### config.mk
export PLATFORM = sky130hd
export DESIGN_NAME = axi_lite_slave_regfile
export DESIGN_NICKNAME = d
export VERILOG_FILES = /design/src/rtl/axil_slv_pkg.sv /design/src/rtl/axil_slv_rd_chan.sv /design/src/rtl/axi_lite_slave_regfile.sv
export SDC_FILE = /design/constraint.sdc
export NUM_CORES = 1
export LEC_CHECK = 0
export BUFFER_PORTS_ARGS = -buffer_cell sky130_fd_sc_hd__buf_4
export CORE_AREA = 2 2 244 246
export CTS_CLUSTER_DIAMETER = 60
export DETAILED_ROUTE_END_ITERATION = 8
export DIE_AREA = 0 0 246 248
export PLACE_DENSITY = 0.73
export SLEW_MARGIN = 20
export SYNTH_ARGS = -nofsm -noshare
export SYNTH_HDL_FRONTEND = slang
export SYNTH_SLANG_ARGS = --single-unit
### constraint.sdc
create_clock -name axi_aclk -period 21.4 [get_ports axi_aclk]
set_input_delay 1.07 -clock axi_aclk [delete_from_list [all_inputs] [get_ports axi_aclk]]
set_output_delay 1.07 -clock axi_aclk [all_outputs]
set_load 0.02 [all_outputs]
### src/rtl/axil_slv_pkg.sv
// Shared types and helpers for the AXI4-Lite register-file responder.
package axil_slv_pkg;

  typedef enum logic [2:0] {
    WR_IDLE,
    WR_HAVE_AW,
    WR_HAVE_W,
    WR_COMMIT,
    WR_RESP
  } wr_state_e;

  typedef enum logic {
    RD_IDLE,
    RD_DATA
  } rd_state_e;

  localparam logic [1:0] BRESP_OKAY   = 2'b00;
  localparam logic [1:0] BRESP_SLVERR = 2'b10;

  function automatic logic [31:0] strb_merge(input logic [31:0] old_word,
                                             input logic [31:0] data,
                                             input logic [3:0]  strb);
    logic [31:0] res;
    res = old_word;
    for (int b = 0; b < 4; b++) begin
      if (strb[b]) res[8*b +: 8] = data[8*b +: 8];
    end
    return res;
  endfunction

endpackage

### src/rtl/axil_slv_rd_chan.sv
// AR/R channel: rdata registered one cycle after the AR handshake, held until rready;
// arready drops while a beat is pending so at most one read is outstanding.
module axil_slv_rd_chan
  import axil_slv_pkg::*;
#(
  parameter int          ADDR_W    = 12,
  parameter int          NUM_REGS  = 16,
  parameter logic [31:0] OOR_RDATA = 32'hDEAD_BEEF
) (
  input  logic                     axi_aclk,
  input  logic                     axi_areset,
  input  logic                     rd_en,
  input  logic                     axi_arvalid,
  output logic                     axi_arready,
  input  logic [ADDR_W-1:0]        axi_araddr,
  output logic                     axi_rvalid,
  input  logic                     axi_rready,
  output logic [31:0]              axi_rdata,
  input  logic [NUM_REGS*32-1:0]   reg_view
);

  localparam int IDX_W = ADDR_W - 2;

  rd_state_e          rd_state;
  logic [IDX_W-1:0]   ar_idx;
  logic [31:0]        rd_word;
  logic               unused_ar_lsb;

  assign ar_idx        = axi_araddr[ADDR_W-1:2];
  assign unused_ar_lsb = ^axi_araddr[1:0];
  assign axi_arready   = rd_en && (rd_state == RD_IDLE);

  // Indices past the last register fall through to the out-of-range pattern.
  always_comb begin
    rd_word = OOR_RDATA;
    for (int i = 0; i < NUM_REGS; i++) begin
      if (ar_idx == IDX_W'(i)) rd_word = reg_view[32*i +: 32];
    end
  end

  always_ff @(posedge axi_aclk or posedge axi_areset) begin
    if (axi_areset) begin
      rd_state   <= RD_IDLE;
      axi_rvalid <= 1'b0;
      axi_rdata  <= 32'h0;
    end else begin
      case (rd_state)
        RD_IDLE: begin
          if (axi_arvalid && axi_arready) begin
            axi_rdata  <= rd_word;
            axi_rvalid <= 1'b1;
            rd_state   <= RD_DATA;
          end
        end
        RD_DATA: begin
          if (axi_rready) begin
            axi_rvalid <= 1'b0;
            rd_state   <= RD_IDLE;
          end
        end
        default: begin
          axi_rvalid <= 1'b0;
          rd_state   <= RD_IDLE;
        end
      endcase
    end
  end

endmodule

### src/rtl/axi_lite_slave_regfile.sv
// AXI4-Lite register file: AW/W accepted in any order, commit one cycle after both, pulse the cycle after.
// Define AXIL_SLV_BCHAN_EN to add the B channel; the write FSM then holds in WR_RESP until bready.
module axi_lite_slave_regfile
  import axil_slv_pkg::*;
#(
  parameter int          ADDR_W    = 12,
  parameter int          NUM_REGS  = 16,
  parameter logic [31:0] RST_VAL   = 32'h0,
  parameter logic [31:0] OOR_RDATA = 32'hDEAD_BEEF
) (
  input  logic                     axi_aclk,
  input  logic                     axi_areset,
  input  logic                     axi_awvalid,
  output logic                     axi_awready,
  input  logic [ADDR_W-1:0]        axi_awaddr,
  input  logic                     axi_wvalid,
  output logic                     axi_wready,
  input  logic [31:0]              axi_wdata,
  input  logic [3:0]               axi_wstrb,
  input  logic                     axi_arvalid,
  output logic                     axi_arready,
  input  logic [ADDR_W-1:0]        axi_araddr,
  output logic                     axi_rvalid,
  input  logic                     axi_rready,
  output logic [31:0]              axi_rdata,
`ifdef AXIL_SLV_BCHAN_EN
  output logic                     axi_bvalid,
  input  logic                     axi_bready,
  output logic [1:0]               axi_bresp,
`endif
  output logic [NUM_REGS*32-1:0]   reg_out,
  output logic [NUM_REGS-1:0]      reg_wr_pulse
);

  localparam int IDX_W = ADDR_W - 2;

  wr_state_e          wr_state;
  logic               init_q;
  logic [IDX_W-1:0]   aw_idx_q;
  logic [31:0]        wdata_q;
  logic [3:0]         wstrb_q;
  logic               aw_hs;
  logic               w_hs;
  logic               commit;
  logic [NUM_REGS-1:0] hit;
  logic [31:0]        regs [NUM_REGS];
  logic               unused_aw_lsb;

  assign unused_aw_lsb = ^axi_awaddr[1:0];

  // Readys stay low through the first edge after reset release.
  always_ff @(posedge axi_aclk or posedge axi_areset) begin
    if (axi_areset) init_q <= 1'b0;
    else            init_q <= 1'b1;
  end

  assign axi_awready = init_q && (wr_state == WR_IDLE || wr_state == WR_HAVE_W);
  assign axi_wready  = init_q && (wr_state == WR_IDLE || wr_state == WR_HAVE_AW);
  assign aw_hs       = axi_awvalid && axi_awready;
  assign w_hs        = axi_wvalid && axi_wready;
  assign commit      = (wr_state == WR_COMMIT);

  always_ff @(posedge axi_aclk or posedge axi_areset) begin
    if (axi_areset) begin
      wr_state     <= WR_IDLE;
      aw_idx_q     <= '0;
      wdata_q      <= 32'h0;
      wstrb_q      <= 4'h0;
      reg_wr_pulse <= '0;
`ifdef AXIL_SLV_BCHAN_EN
      axi_bvalid   <= 1'b0;
      axi_bresp    <= BRESP_OKAY;
`endif
    end else begin
      reg_wr_pulse <= commit ? hit : '0;
      case (wr_state)
        WR_IDLE: begin
          if (aw_hs) aw_idx_q <= axi_awaddr[ADDR_W-1:2];
          if (w_hs) begin
            wdata_q <= axi_wdata;
            wstrb_q <= axi_wstrb;
          end
          if (aw_hs && w_hs) wr_state <= WR_COMMIT;
          else if (aw_hs)    wr_state <= WR_HAVE_AW;
          else if (w_hs)     wr_state <= WR_HAVE_W;
        end
        WR_HAVE_AW: begin
          if (w_hs) begin
            wdata_q  <= axi_wdata;
            wstrb_q  <= axi_wstrb;
            wr_state <= WR_COMMIT;
          end
        end
        WR_HAVE_W: begin
          if (aw_hs) begin
            aw_idx_q <= axi_awaddr[ADDR_W-1:2];
            wr_state <= WR_COMMIT;
          end
        end
        WR_COMMIT: begin
`ifdef AXIL_SLV_BCHAN_EN
          axi_bvalid <= 1'b1;
          axi_bresp  <= (|hit) ? BRESP_OKAY : BRESP_SLVERR;
          wr_state   <= WR_RESP;
`else
          wr_state   <= WR_IDLE;
`endif
        end
`ifdef AXIL_SLV_BCHAN_EN
        WR_RESP: begin
          if (axi_bready) begin
            axi_bvalid <= 1'b0;
            wr_state   <= WR_IDLE;
          end
        end
`endif
        default: wr_state <= WR_IDLE;
      endcase
    end
  end

  // An index with no matching register leaves hit all-zero, so the write drops out.
  for (genvar g = 0; g < NUM_REGS; g++) begin : g_reg
    assign hit[g] = (aw_idx_q == IDX_W'(g));

    always_ff @(posedge axi_aclk or posedge axi_areset) begin
      if (axi_areset)          regs[g] <= RST_VAL;
      else if (commit && hit[g]) regs[g] <= strb_merge(regs[g], wdata_q, wstrb_q);
    end

    assign reg_out[32*g +: 32] = regs[g];
  end

  axil_slv_rd_chan #(
    .ADDR_W    (ADDR_W),
    .NUM_REGS  (NUM_REGS),
    .OOR_RDATA (OOR_RDATA)
  ) u_rd_chan (
    .axi_aclk    (axi_aclk),
    .axi_areset  (axi_areset),
    .rd_en       (init_q),
    .axi_arvalid (axi_arvalid),
    .axi_arready (axi_arready),
    .axi_araddr  (axi_araddr),
    .axi_rvalid  (axi_rvalid),
    .axi_rready  (axi_rready),
    .axi_rdata   (axi_rdata),
    .reg_view    (reg_out)
  );

endmodule

### Word-level counts from Yosys, hierarchy flattened

Index checks and enable logic that the tools add are counted.

* add/sub/neg operators: 0
* multipliers: 0
* div/mod/pow operators: 0
* order comparisons: 0
* equal/unequal tests: 38
* shift-type cells: 0
* mux-type cells: 29
* bitwise operators: 1
* reductions and logical operators: 99

Operators by type and width (count)
* $mux 32: 16
* $eq 10x4->1 const B: 16
* $reduce_and 2->1: 68
* $eq 10x3->1 const B: 8
* $eq 10x2->1 const B: 4
* $logic_and 1x1->1: 23
* $eq 10x1->1 const B: 2
* $logic_not 10->1: 2
* $mux 16: 1
* $mux 3: 5
* $pmux 3 s3: 1
* $ne 2x2->1 const B: 4
* $eq 3x2->1 const B: 2
* $mux 1: 4
* $ne 4x3->1 const B: 1
* $pmux 1 s2: 2
* $reduce_or 2->1: 2
* $eq 3x1->1 const B: 1
* $logic_not 3->1: 1
* $reduce_and 3->1: 1
* $logic_or 1x1->1: 2
* $not 1->1: 1

* register bits: 612
* latch bits: 0
* RAM bits: 0
* bits in read-only memories: 0
* input port bits: 66
* output and inout bits: 564
* memories: 0

### Depth between registers and ports, before layout

* word-level depth: 17
* depth in mapped cells: 10
* depth with buffers taken out: 8

### Hierarchy

From an unflattened synthesis, not the netlist that was laid out.

* cells, all modules: 2189
* area, all modules: 28766.3 um^2

By module, submodules not included
* axi_lite_slave_regfile: times used 1, cells an instance 1316, area an instance 21982.3 um^2, seq. area each 14438.8 um^2
* axil_slv_rd_chan: times used 1, cells an instance 873, area an instance 6784.0 um^2, seq. area each 850.8 um^2

### Least setup slack after synthesis

No wires, ideal clock.

* kind: input to register
* from: in axi_araddr[9]
* to: reg u_rd_chan.axi_rdata[0]
* setup time: 0.136 ns
* arrival: 2.543 ns
* required time: 21.264 ns
* slack: 18.721 ns
* stages: 8
* path buffers: 2
* cells stage by stage: or4_1 buf_2 nor3_2 buf_2 nand2_1 a2bb2oi_1 o22ai_1 o21ai_0

* word-level cells in the longest chain between the ends: 17
* elaborated cells between the ends (all ways): 32

RTL lines
* start, declared: RTL line axi_lite_slave_regfile.sv:22 `input logic [ADDR_W-1:0] axi_araddr,`
* $logic_not 10->1: RTL line axil_slv_rd_chan.sv:37 `if (ar_idx == IDX_W'(i)) rd_word = reg_view[32*i +: 32];`
* $mux 32 (15 in series): RTL line axil_slv_rd_chan.sv:37
* $mux 32 (*): RTL line axil_slv_rd_chan.sv:37
* end signal, assigned: RTL line axil_slv_rd_chan.sv:50 `axi_rdata <= rd_word;`
* end, declared: RTL line axil_slv_rd_chan.sv:18 `output logic [31:0] axi_rdata,`

Mark *: on every way between the ends. The rest lies on a longest branch, timed or not.
A chain may end at the register's enable or synchronous reset.

### Final worst setup path

* from: in axi_araddr[3]
* to: reg u_rd_chan.axi_rdata[25]

The elaborated chain is that of the path after synthesis.

==> metrics.log <==
[metrics] TNS Setup: 0 ns
[metrics] pin count of the biggest net entering global routing: 187
[metrics] data arrival time of the critical path: 4.45 ns
[metrics] proportion of synthesized chip area in sequential cells: 54.00%
[metrics] number of detailed-routing iterations run before antenna repair: 6
[metrics] antenna violations before repair: 3
[metrics] number of buffers added on ports: 625
[metrics] Data required, critical path: 21.85 ns
[metrics] clock root buffer: sky130_fd_sc_hd__clkbuf_16
[metrics] Worst-Skew Late Latency: 0.62 ns
[metrics] number of clock buffers inserted by TritonCTS: 69
[metrics] via count of the routed design: 22,580
[metrics] hold-fix buffer count after cts: 0
[metrics] crit end category: flip-flop
[metrics] number of levels in the clock H-tree: 3
[metrics] critical path fanouts, max: 32
[metrics] slew of the pin with the lowest slew margin: 1.366 ns
[metrics] synth-to-layout area growth: 27.65%
[metrics] worst-case clock buffer depth: 3
[metrics] multi-input combinational cell area: 12,440 um2
[metrics] GRT Resource Usage Total: 38.88%
[metrics] Clock Pin Slew Worst Setup and Hold Paths: 0.06 ns
[metrics] Post CTS Setup Buffer Count: 0
[metrics] Setup Viol. Count Final: 0
[metrics] timing-limited maximum frequency: 250.1 MHz
[metrics] hold violation count in the final report: 0
[metrics] TritonCTS clock tree: done
[metrics] Fillers: 4,529
[metrics] io pins: 630
[metrics] Post-synth top flop: sky130_fd_sc_hd__dfrtp_1
[metrics] wire length of the first global-routing pass: 167,600 um
[metrics] count of nets left with antenna violations after detail routing: 0
[metrics] most common cell after layout, fill and taps aside: sky130_fd_sc_hd__buf_4
[metrics] synthesized instance count: 2,107
[metrics] number of enable flip-flop cells after synthesis: 0
[metrics] die width: 246 um
[metrics] Syn Std Cell Area: 28,310 um2
[metrics] final wirelength: 120,000 um
[metrics] number of pins with negative max-slew slack in the final report: 0
[metrics] placement row count: 89
[metrics] total overflow reported by the global router: 0
[metrics] number of DRC violations after detailed-routing iteration 0: 2,213
[metrics] drt drc: 0
[metrics] post-detailed-placement half-perimeter wirelength: 82,040 um
[metrics] WS Path Type: in2reg
[metrics] worst supply voltage drop on vdd: 0.06892 mV
[metrics] power density relative to cell area: 87.16 nW/um2
[metrics] vias in the first global route: 22,670
[metrics] detail-routed net length per standard cell: 33.88 um
[metrics] count of unique library cells instantiated by Yosys: 75
[metrics] HP Class: reg2reg
[metrics] number of maximum-capacitance constraint violations: 0
[metrics] effective utilization at floorplan: 48.43%
[metrics] fraction of the cycle the final worst path needs: 18.69%
[metrics] mean number of vias per cell: 6.373
[metrics] area taken by flip-flops and latches: 15,290 um2
[metrics] height of the chip: 248 um
[metrics] clock tree sinks: 611
[metrics] Period minus WS final: 3.999 ns
[metrics] number of gates given a new drive strength after cts: 0
[metrics] Post-synth ARST share: 100.0%
[metrics] Post-Route Skew: 0.02180 ns
[metrics] unrepaired setup endpoints after global routing: no
[metrics] Die Outline Area: 61,010 um2
[metrics] total leakage power: 0.01870 uW
[metrics] placer's final routability congestion estimate: 0.9030
[metrics] most frequent cells in the layout: sky130_fd_sc_hd__buf_4 (659), sky130_fd_sc_hd__dfrtp_1 (611), sky130_fd_sc_hd__mux2_2 (420)
[metrics] worst slew margin relative to its limit: 8.565%
[metrics] average cell area after synthesis: 13.44 um2
[metrics] net count after synthesis: 2,178
[metrics] total of warnings raised by yosys: 0
[metrics] core region area: 58,460 um2
[metrics] Worst Setup Start Kind: input port
[metrics] share of the core filled with cells: 61.82%
[metrics] # nets final: 2,788
[metrics] share of layout cells above drive strength 1: 50.60%
[metrics] run status: completed
[metrics] number of flip-flops and latches in the synthesized netlist: 611
[power by group]
part / internal (uW) / total, uW / switching [uW]
clock: 750 / 1250 / 496
combinational: 187 / 413 / 226
sequential: 1240 / 1490 / 254
[sequential cells by signal, indices dropped and copies added (netlist names)]
register              flops
wstrb_q                   4
reg_out                 512
u_rd_chan.rd_state        1
aw_idx_q                 10
wdata_q                  32
wr_state                  2
u_rd_chan.axi_rvalid      1
u_rd_chan.axi_rdata      32
reg_wr_pulse             16
init_q                    1
[stage by stage]
step           setup WS [ns]  hold WS, ns  power (uW)  cell area, um2  instances
4_1_cts                17.47       0.4989        3144           36100       3541
2_1_floorplan          3.223       0.5042        1692           28310       2107
5_1_grt                17.29       0.5246        3243           36140       3542
3_3_place_gp           16.86       0.4686        1888           33730       3418
3_5_place_dp           16.82       0.4824        1910           33730       3418
6_report               17.40       0.4992        3150           36140       3543
[final cells by class]
cell class | instances | area share [%]
multi-input cells | 1361 | 34.41
clock inverters | 21 | 0.8863
clock buffers | 102 | 5.674
repair buffers | 664 | 13.91
diodes | 1 | 0.006924
inverters | 10 | 0.1246
well taps | 773 | 2.676
flip-flops and latches | 611 | 42.31
[worst max-delay path, stage by stage]
cell                        delay [ns]
sky130_fd_sc_hd__buf_6            0.25
sky130_fd_sc_hd__buf_4            0.56
sky130_fd_sc_hd__buf_4            0.58
sky130_fd_sc_hd__nor2b_2          0.26
sky130_fd_sc_hd__nand4_1          0.87
sky130_fd_sc_hd__a21oi_1          0.40
sky130_fd_sc_hd__a311oi_1         0.09
sky130_fd_sc_hd__o2111ai_1        0.13
sky130_fd_sc_hd__o311ai_0         0.18
[cells by family after synthesis]
group,synth area share [%]
flops,54.00
other cells,0.01324
compound gates,7.994
fa+ha+maj,0.2210
buf+inv,2.126
mux,28.64
simple gates,7.009
[layer usage]
layer / vias up / wire [um] / GRT usage [%] / share of wire (%)
met5: - / 0 / 0 / 0
met4: 0 / 7385 / 21.52 / 6.2
met3: 389 / 11350 / 9.786 / 9.5
met2: 1405 / 55150 / 60.32 / 46
met1: 11780 / 46150 / 50.07 / 38
li1: 9007 / - / - / -
[worst paths after layout]
check	start	endpoint	slack, ns	cells after the start
max in group asynchronous	axi_areset	reg_out[47]$_DFFE_PP0P_	18.30	4
min	u_rd_chan.axi_rdata[0]$_DFFE_PP0P_	u_rd_chan.axi_rdata[0]$_DFFE_PP0P_	0.50	2
max	axi_araddr[3]	u_rd_chan.axi_rdata[25]$_DFFE_PP0P_	17.40	9
min reg2reg	u_rd_chan.axi_rdata[0]$_DFFE_PP0P_	u_rd_chan.axi_rdata[0]$_DFFE_PP0P_	0.50	2
min in group asynchronous	axi_areset	wdata_q[31]$_DFFE_PP0P_	0.65	2
max reg2reg	init_q$_DFF_PP0_	u_rd_chan.axi_rdata[21]$_DFFE_PP0P_	17.90	6
[synth_stat cells (10+ instances only)]
cell                       instances  area (um2)
sky130_fd_sc_hd__o21ai_0          69       345.3
sky130_fd_sc_hd__mux2_1           22       247.7
sky130_fd_sc_hd__nand2b_1         10       62.56
sky130_fd_sc_hd__a22oi_1          12       90.09
sky130_fd_sc_hd__mux2i_1          42       420.4
sky130_fd_sc_hd__mux2_4          128        1922
sky130_fd_sc_hd__buf_2            37       185.2
sky130_fd_sc_hd__a21oi_1          76       380.4
sky130_fd_sc_hd__nor2b_1          14       87.58
sky130_fd_sc_hd__mux2_2          420        4730
sky130_fd_sc_hd__nand2_1         135       506.7
sky130_fd_sc_hd__nor2_1           92       345.3
sky130_fd_sc_hd__nand3_1          18       90.09
sky130_fd_sc_hd__dfrtp_1         611       15290
sky130_fd_sc_hd__a211oi_1         23       172.7
sky130_fd_sc_hd__a21o_1           11       82.58
sky130_fd_sc_hd__o22ai_1          43       269.0
sky130_fd_sc_hd__clkbuf_1         69       259.0
sky130_fd_sc_hd__nor3_1           23       115.1
sky130_fd_sc_hd__mux4_2           35       788.3
sky130_fd_sc_hd__a31oi_1          14       87.58
sky130_fd_sc_hd__nand2_8          16       320.3
sky130_fd_sc_hd__o32ai_1          11       96.34
sky130_fd_sc_hd__o221ai_1         18       157.7
(Power assumes the default switching activity.)
